==> config.mk <==
export PLATFORM = sky130hd
export DESIGN_NAME = pulse_meas_ctrl
export DESIGN_NICKNAME = d
export VERILOG_FILES = /design/src/rtl/pulse_meas_pkg.sv /design/src/rtl/pulse_sync.sv /design/src/rtl/pulse_meas_ctrl.sv
export SDC_FILE = /design/constraint.sdc
export NUM_CORES = 1
export LEC_CHECK = 0
export ABC_AREA = 0
export CAP_MARGIN = 30
export CELL_PAD_IN_SITES_DETAIL_PLACEMENT = 0
export CELL_PAD_IN_SITES_GLOBAL_PLACEMENT = 1
export CORE_MARGIN = 4
export CORE_UTILIZATION = 44
export DETAILED_ROUTE_END_ITERATION = 8
export GPL_TIMING_DRIVEN = 0
export PLACE_DENSITY = 0.95
export SLEW_MARGIN = 20
export SYNTH_ARGS = -nofsm -noshare
export SYNTH_HDL_FRONTEND = slang
export SYNTH_SLANG_ARGS = --single-unit
==> constraint.sdc <==
create_clock -name clk -period 5 [get_ports clk]
set_input_delay 0.75 -clock clk [delete_from_list [all_inputs] [get_ports clk]]
set_output_delay 0.75 -clock clk [all_outputs]
set_load 0.01 [all_outputs]
==> src/rtl/pulse_meas_pkg.sv <==
// Shared types and default sizing for the pulse measurement controller.
package pulse_meas_pkg;

    localparam int unsigned CNT_W_DEF      = 16;
    localparam int unsigned WIN_W_DEF      = 16;
    localparam int unsigned RST_CYC_DEF    = 8;
    localparam int unsigned SETTLE_CYC_DEF = 4;

    typedef enum logic [2:0] {
        StIdle,
        StRst,
        StSettle,
        StCount,
        StDone
    } state_e;

endpackage

==> src/rtl/pulse_sync.sv <==
// Two-flop synchronizer followed by a rising-edge detector on the synchronized signal.
module pulse_sync (
    input  logic clk,
    input  logic reset,
    input  logic d_async,
    output logic rise
);

    // [0],[1] form the synchronizer, [2] holds the previous synchronized value
    logic [2:0] sync_q, sync_d;

    always_comb begin
        sync_d = {sync_q[1:0], d_async};
    end

    always_ff @(posedge clk) begin
        if (reset) begin
            sync_q <= '0;
        end else begin
            sync_q <= sync_d;
        end
    end

    assign rise = sync_q[1] & ~sync_q[2];

endmodule

==> src/rtl/pulse_meas_ctrl.sv <==
// Gated pulse counter: resets the analog block, lets it settle, counts PULSE_1V8 edges
// over a programmable window and hands the result over with a valid/ready handshake.
module pulse_meas_ctrl
    import pulse_meas_pkg::*;
#(
    parameter int unsigned CNT_W      = CNT_W_DEF,
    parameter int unsigned WIN_W      = WIN_W_DEF,
    parameter int unsigned RST_CYC    = RST_CYC_DEF,
    parameter int unsigned SETTLE_CYC = SETTLE_CYC_DEF
) (
    input  logic             clk,
    input  logic             reset,
    input  logic             start,
    input  logic [WIN_W-1:0] cfg_window,
    input  logic             PULSE_1V8,
    output logic             RESET_1V8,
    output logic             busy,
    output logic             res_valid,
    input  logic             res_ready,
    output logic [CNT_W-1:0] res_count,
    output logic             res_ovf
);

    localparam int unsigned PH_MAX = (RST_CYC > SETTLE_CYC) ? RST_CYC : SETTLE_CYC;
    localparam int unsigned PH_W   = $clog2(PH_MAX + 1);
    localparam int unsigned TMR_W  = (WIN_W > PH_W) ? WIN_W : PH_W;
    localparam logic [CNT_W-1:0] CNT_MAX = '1;

    state_e             state_q, state_d;
    logic [TMR_W-1:0]   tmr_q, tmr_d;
    logic [WIN_W-1:0]   win_q, win_d;
    logic [CNT_W-1:0]   cnt_q, cnt_d;
    logic               ovf_q, ovf_d;
    logic               rst_1v8_q, rst_1v8_d;
    logic               busy_q, busy_d;
    logic               valid_q, valid_d;
    logic               rise;
    logic               tmr_zero;

    pulse_sync u_pulse_sync (
        .clk     (clk),
        .reset   (reset),
        .d_async (PULSE_1V8),
        .rise    (rise)
    );

    assign tmr_zero = (tmr_q == '0);

    // One down-counter times RST, SETTLE and COUNT; each phase loads its length minus one.
    always_comb begin
        state_d = state_q;
        tmr_d   = tmr_q;
        win_d   = win_q;
        cnt_d   = cnt_q;
        ovf_d   = ovf_q;
        unique case (state_q)
            StIdle: begin
                if (start) begin
                    state_d = StRst;
                    win_d   = cfg_window;
                    cnt_d   = '0;
                    ovf_d   = 1'b0;
                    tmr_d   = TMR_W'(RST_CYC - 1);
                end
            end
            StRst: begin
                if (tmr_zero) begin
                    state_d = StSettle;
                    tmr_d   = TMR_W'(SETTLE_CYC - 1);
                end else begin
                    tmr_d = tmr_q - TMR_W'(1);
                end
            end
            StSettle: begin
                if (!tmr_zero) begin
                    tmr_d = tmr_q - TMR_W'(1);
                end else if (win_q == '0) begin
                    state_d = StDone;
                end else begin
                    state_d = StCount;
                    tmr_d   = TMR_W'(win_q) - TMR_W'(1);
                end
            end
            StCount: begin
                if (rise) begin
                    if (cnt_q == CNT_MAX) begin
                        ovf_d = 1'b1;
                    end else begin
                        cnt_d = cnt_q + CNT_W'(1);
                    end
                end
                if (tmr_zero) begin
                    state_d = StDone;
                end else begin
                    tmr_d = tmr_q - TMR_W'(1);
                end
            end
            StDone: begin
                if (res_ready) begin
                    state_d = StIdle;
                end
            end
            default: state_d = StIdle;
        endcase

        // Outputs are decoded from the next state so the registers line up with the state.
        rst_1v8_d = (state_d == StIdle) || (state_d == StRst) || (state_d == StDone);
        busy_d    = (state_d != StIdle);
        valid_d   = (state_d == StDone);
    end

    always_ff @(posedge clk) begin
        if (reset) begin
            state_q   <= StIdle;
            tmr_q     <= '0;
            win_q     <= '0;
            cnt_q     <= '0;
            ovf_q     <= 1'b0;
            rst_1v8_q <= 1'b1;
            busy_q    <= 1'b0;
            valid_q   <= 1'b0;
        end else begin
            state_q   <= state_d;
            tmr_q     <= tmr_d;
            win_q     <= win_d;
            cnt_q     <= cnt_d;
            ovf_q     <= ovf_d;
            rst_1v8_q <= rst_1v8_d;
            busy_q    <= busy_d;
            valid_q   <= valid_d;
        end
    end

    assign RESET_1V8 = rst_1v8_q;
    assign busy      = busy_q;
    assign res_valid = valid_q;
    assign res_count = cnt_q;
    assign res_ovf   = ovf_q;

endmodule
# Word level (Yosys, flattened, before mapping)
# Cells that the tools add are included.
[totals] reg_bits=58 inputBits=21
[classes] add_sub_neg=3 eq_ne=13 muxes=21 n_bitwise=2 n_reduce_logical=13
[ops] operator="16-bit 2-to-1 mux" count=8
[ops] operator="16-bit case mux with 4 select lines" count=1
[ops] operator="16-bit zero test" count=2
[ops] operator="16-bit case mux with 2 select lines" count=1
[ops] operator="16-bit by 1-bit subtractor with 16-bit output (second input constant)" count=2
[ops] operator="3-bit 2-to-1 mux" count=6
[ops] operator="16-bit by 1-bit adder with 16-bit output (second input constant)" count=1
[ops] operator="16-bit == test (second input constant)" count=1
[ops] operator="3-bit case mux with 5 select lines" count=1
[ops] operator="4-bit AND reduction" count=3
[ops] operator="2-bit inequality test (second input constant)" count=5
[ops] operator="3-bit by 1-bit == test with 1-bit output (second input constant)" count=2
[ops] operator="3-bit by 2-bit == test with 1-bit output (second input constant)" count=2
[ops] operator="3-bit == test (second input constant)" count=2
[ops] operator="3-bit zero test" count=2
[ops] operator="4-bit nonzero test" count=1
[ops] operator="1-bit 2-to-1 mux" count=3
[ops] operator="3-bit inequality test (second input constant)" count=1
[ops] operator="3-bit nonzero test" count=1
[ops] operator="1-bit logical OR" count=2
[ops] operator="1-bit case mux with 2 select lines" count=1
[ops] operator="2-bit AND reduction" count=1
[ops] operator="2-bit nonzero test" count=1
[ops] operator="1-bit bitwise AND" count=1
[ops] operator="1-bit inverter" count=1

# Longest topological paths before layout
[logic_depth] depth_word=7 ltp_mapped=9 depth_no_buf=8

# By module
# A second synthesis with hierarchy kept.
[hier_totals] hier_cells=391 hier_area_um2=3128.0
[by_module_without_submodules] mod="pulse_meas_ctrl" instances=1 cells_each=384 area_per_inst_um2=3040.4 seq_area_each_um2=1101.1
[by_module_without_submodules] mod="pulse_sync" instances=1 cells_each=7 area_per_inst_um2=87.6 seq_area_each_um2=60.1

# Worst setup path before layout
# Ideal clock, no wire load.
[synth_path] path_kind="input to register" startpoint="input start" endpoint="register cnt_q[14] (netlist: res_count[14])" arrival_ns=1.988 path_slack_ns=2.885 stages=7 path_buffers=1 path_cell_list="nor3_1 -> a211o_1 -> a311o_1 -> buf_2 -> a2111oi_4 -> xnor2_1 -> nor2_1"
[synth_between] elab_chain_len=2
[synth_lines] item="start: declaration" line_no="pulse_meas_ctrl.sv:13" source="input logic start,"
[synth_lines] item="2-bit inequality test (no line)"
[synth_lines] item="4-bit AND reduction (no line)"
[synth_lines] item="end signal: assignment" line_no="pulse_meas_ctrl.sv:126" source="cnt_q <= cnt_d;"
[synth_lines] item="end: declaration" line_no="pulse_meas_ctrl.sv:32" source="logic [CNT_W-1:0] cnt_q, cnt_d;"
# Every way passes these cells.
# A chain may end at the register's enable or synchronous reset.

# Worst setup path in the final report
[layout_path] startpoint="input start" endpoint="register win_q[12]"
[layout_between] elab_chain_len=1
[layout_lines] item="2-bit AND reduction (no line)"
[layout_lines] item="end signal: assignment" line_no="pulse_meas_ctrl.sv:125" source="win_q <= win_d;"
[layout_lines] item="end: declaration" line_no="pulse_meas_ctrl.sv:31" source="logic [WIN_W-1:0] win_q, win_d;"
# Every way passes these cells.

==> impl_metrics.env <==
export IMPL_p_per_area_nw_per_um2=539
export IMPL_yosysMostFrequentCell="dfxtp_1"
export IMPL_gr_total_overflow=0
export IMPL_synth_mux_area_share_pct=0.316
export IMPL_grt_total_usage_pct=19.4
export IMPL_critPathMaxFanout=10
export IMPL_grt_busiest_layer="met2"
export IMPL_cts_htree_levels=3
export IMPL_ys_types=63
export IMPL_start_util_pct=45.8
export IMPL_synth_top_cell_by_area="dfxtp_1"
export IMPL_die_y_um=92.8
export IMPL_hold_viol_final=0
export IMPL_slowest_delay_ps=440
export IMPL_gp_congestion=0.922
export IMPL_groute_layer_met3_usage_pct=3.66
export IMPL_clock_path_buffers=2
export IMPL_cts_tree="done"
export IMPL_use_met1_pct=27.4
export IMPL_path_buf_inv=3
export IMPL_met2_usage_pct=28.3
export IMPL_syn_area_um2=3160
export IMPL_cts_hold_buf=0
export IMPL_path_delay_family="buffers and inverters"
export IMPL_total_power_uw=2100
export IMPL_critPathKind="in2reg"
export IMPL_nets=469
export IMPL_drive_gt1_share_pct=9.33
export IMPL_seqCellArea_um2=1160
export IMPL_ys_seq_elements=58
export IMPL_ys_warn_count=0
export IMPL_numCtsBuffers=9
export IMPL_drt_first_pass_iters=5
export IMPL_final_max_slew_viol_count=0
export IMPL_yosys_area_share_adder_pct=1.50
export IMPL_synth_compound_area_share_pct=20.5
export IMPL_synthSimpleGateAreaFrac_pct=28.4
export IMPL_final_util_pct=56.5
export IMPL_r2r_start="win_q[0]"
export IMPL_reg2reg_depth=9
export IMPL_syn_area_per_cell_um2=8.03
export IMPL_peakVddDrop_v=0.000225
export IMPL_num_antenna_cells=0
export IMPL_syn_nets=418
export IMPL_crit_path_frequent_cell="nand2_1"
export IMPL_io_pin_count=41
export IMPL_tightest_slew_ps=851
export IMPL_clock_latency_ps=350
export IMPL_grt_pass1_wl_um=13400
export IMPL_crit_required_ps=5270
export IMPL_row_count=30
export IMPL_route_final_wire_length_um=8020
export IMPL_fin_crit_ps=2640
export IMPL_slew_headroom_pct=42.9
export IMPL_via_count=3023
export IMPL_post_drt_wl_per_cell_um=14.7
export IMPL_startpoint="start"
export IMPL_routed_via_density=5.54
export IMPL_synth_top_family_by_area="simple AND/OR/NAND/NOR gates"
export IMPL_die_x_um=92.8
export IMPL_grt_max_degree=11
export IMPL_finalSetupTns_ps=0
export IMPL_cp_start_kind="input pin"
export IMPL_cts_sinks=58
export IMPL_fmax_mhz=379
export IMPL_fillCellCount=672
export IMPL_arrival_ps=2910
export IMPL_setup_viol=0
export IMPL_fin_crit_sh_pct=52.8
export IMPL_synth_common_cells="dfxtp_1 (58), nand2_1 (56), nor2_1 (42), a21oi_1 (29), o21ai_0 (28)"
export IMPL_drt_iter0_drc=179
export IMPL_yosysSeqAreaShare_pct=36.7
export IMPL_path_depth=8
export IMPL_min_from="u_pulse_sync.sync_q[0]"
export IMPL_worstHoldPathType="reg2reg"
export IMPL_path_clk_slew_ps=70
export IMPL_grt_antenna_before_repair=0
export IMPL_multi_input_area_um2=1850
export IMPL_cts_root_buf="clkbuf_8"
export IMPL_ant_nets=0
export IMPL_rsz0062_at_grt="no"
export IMPL_syn2layout_area_growth_pct=23.4
export IMPL_synth_area_leaders="dfxtp_1 (37%), nand2_1 (6.6%), xnor2_1 (5.5%)"
export IMPL_cts_resized=0
export IMPL_synth_async_reset_ratio_pct=0
export IMPL_cp_cell_sequence="clkdlybuf4s50_1 -> nor3_1 -> a211oi_1 -> nand2_1 -> clkbuf_1 -> buf_2 -> nand2_1 -> a21oi_1"
export IMPL_postCtsSetupBuffers=0
export IMPL_cap_viol_max_count=0
export IMPL_min_path_cells=1
export IMPL_synth_top_area_share_pct=36.7
export IMPL_synth_edf_count=0
export IMPL_core_region_area_um2=6910
export IMPL_dp_hpwl_um=5990
export IMPL_synth_ff_type="dfxtp_1"
export IMPL_fin_worst_skew_ps=8.86
export IMPL_power_leakage_uw=0.00139
export IMPL_io_buffers=40
export IMPL_slowest_stage="clkdlybuf4s50_1"
export IMPL_dieArea_um2=8610
export IMPL_synth_xor_area_share_pct=7.75
export IMPL_status="finished clean"
export IMPL_drc_errors=0
export IMPL_endpoint_kind="flop"
export IMPL_grt_pass1_vias=2733
export IMPL_synthCells=394
## layer usage
layer  vias to the layer above  routed length (um)  share of wire (%)
met1                      1413                3960                 49
met3                        15                 421                5.2
met5                         -                   0                  0
met2                        80                3470                 43
met4                         0                 178                2.2
li1                       1515                   -                  -
## state kept, by name, indices dropped and copies added, names as in the netlist
register	count
u_pulse_sync.sync_q	3
tmr_q	16
win_q	16
state_q	3
res_ovf	1
busy	1
RESET_1V8	1
res_count	16
res_valid	1
## metrics by stage
step	setup WS (ps)	hold WS [ps]	std cells	area [um2]
2_1_floorplan	2880	414	394	3160
3_3_place_gp	2040	417	530	3680
3_5_place_dp	2010	430	530	3680
4_1_cts	2370	446	546	3900
5_1_grt	2210	469	546	3900
6_report	2360	440	546	3900
## report_power, final
group	leakage, uW	switching (uW)	internal, uW
Sequential	0.000472	75.6	534
Clock	0.000109	194	292
Combinational	0.000805	622	388
Total	0.00139	891	1210
## worst paths after layout
check	endpoint	slack (ps)
worst max-delay path	win_q[12]	2360
worst min-delay path	u_pulse_sync.sync_q[1]	440
worst max register to register	tmr_q[12]	2480
worst min register to register	u_pulse_sync.sync_q[1]	440
## area by class of cell
type / instances / share of cell area [%]
clock buffers: 11 / 3.62
multi-input cells: 303 / 47.4
well taps: 96 / 3.08
plain buffers: 19 / 2.60
flip-flops and latches: 58 / 29.7
repair buffers: 40 / 10.3
clock inverters: 5 / 1.99
inverters: 14 / 1.35
## cells in the final DEF, fill, tap and decap left out, types with 7 or more instances in the layout
master / Yosys / final
nor4_1: 10 / 10
a21oi_1: 29 / 29
clkdlybuf4s50_1: 0 / 40
dfxtp_1: 58 / 58
nor2_1: 42 / 42
nand2_1: 56 / 56
nand3_1: 7 / 7
clkbuf_1: 9 / 10
inv_1: 14 / 14
o21ai_0: 28 / 28
a211oi_1: 8 / 8
xor2_1: 8 / 8
xnor2_1: 20 / 20
nor3_1: 15 / 15
clkbuf_8: 0 / 10
## cell families (layout without fill, tap and decap cells)
| family | Yosys count | after routing |
|---|---|---|
| compound gates | 98 | 98 |
| xor+xnor | 28 | 28 |
| fa+ha+maj | 4 | 4 |
| buf+inv | 33 | 89 |
| flops | 58 | 58 |
| mux | 1 | 1 |
| simple gates | 172 | 172 |
Note: power is estimated with default switching activity, not from simulation.
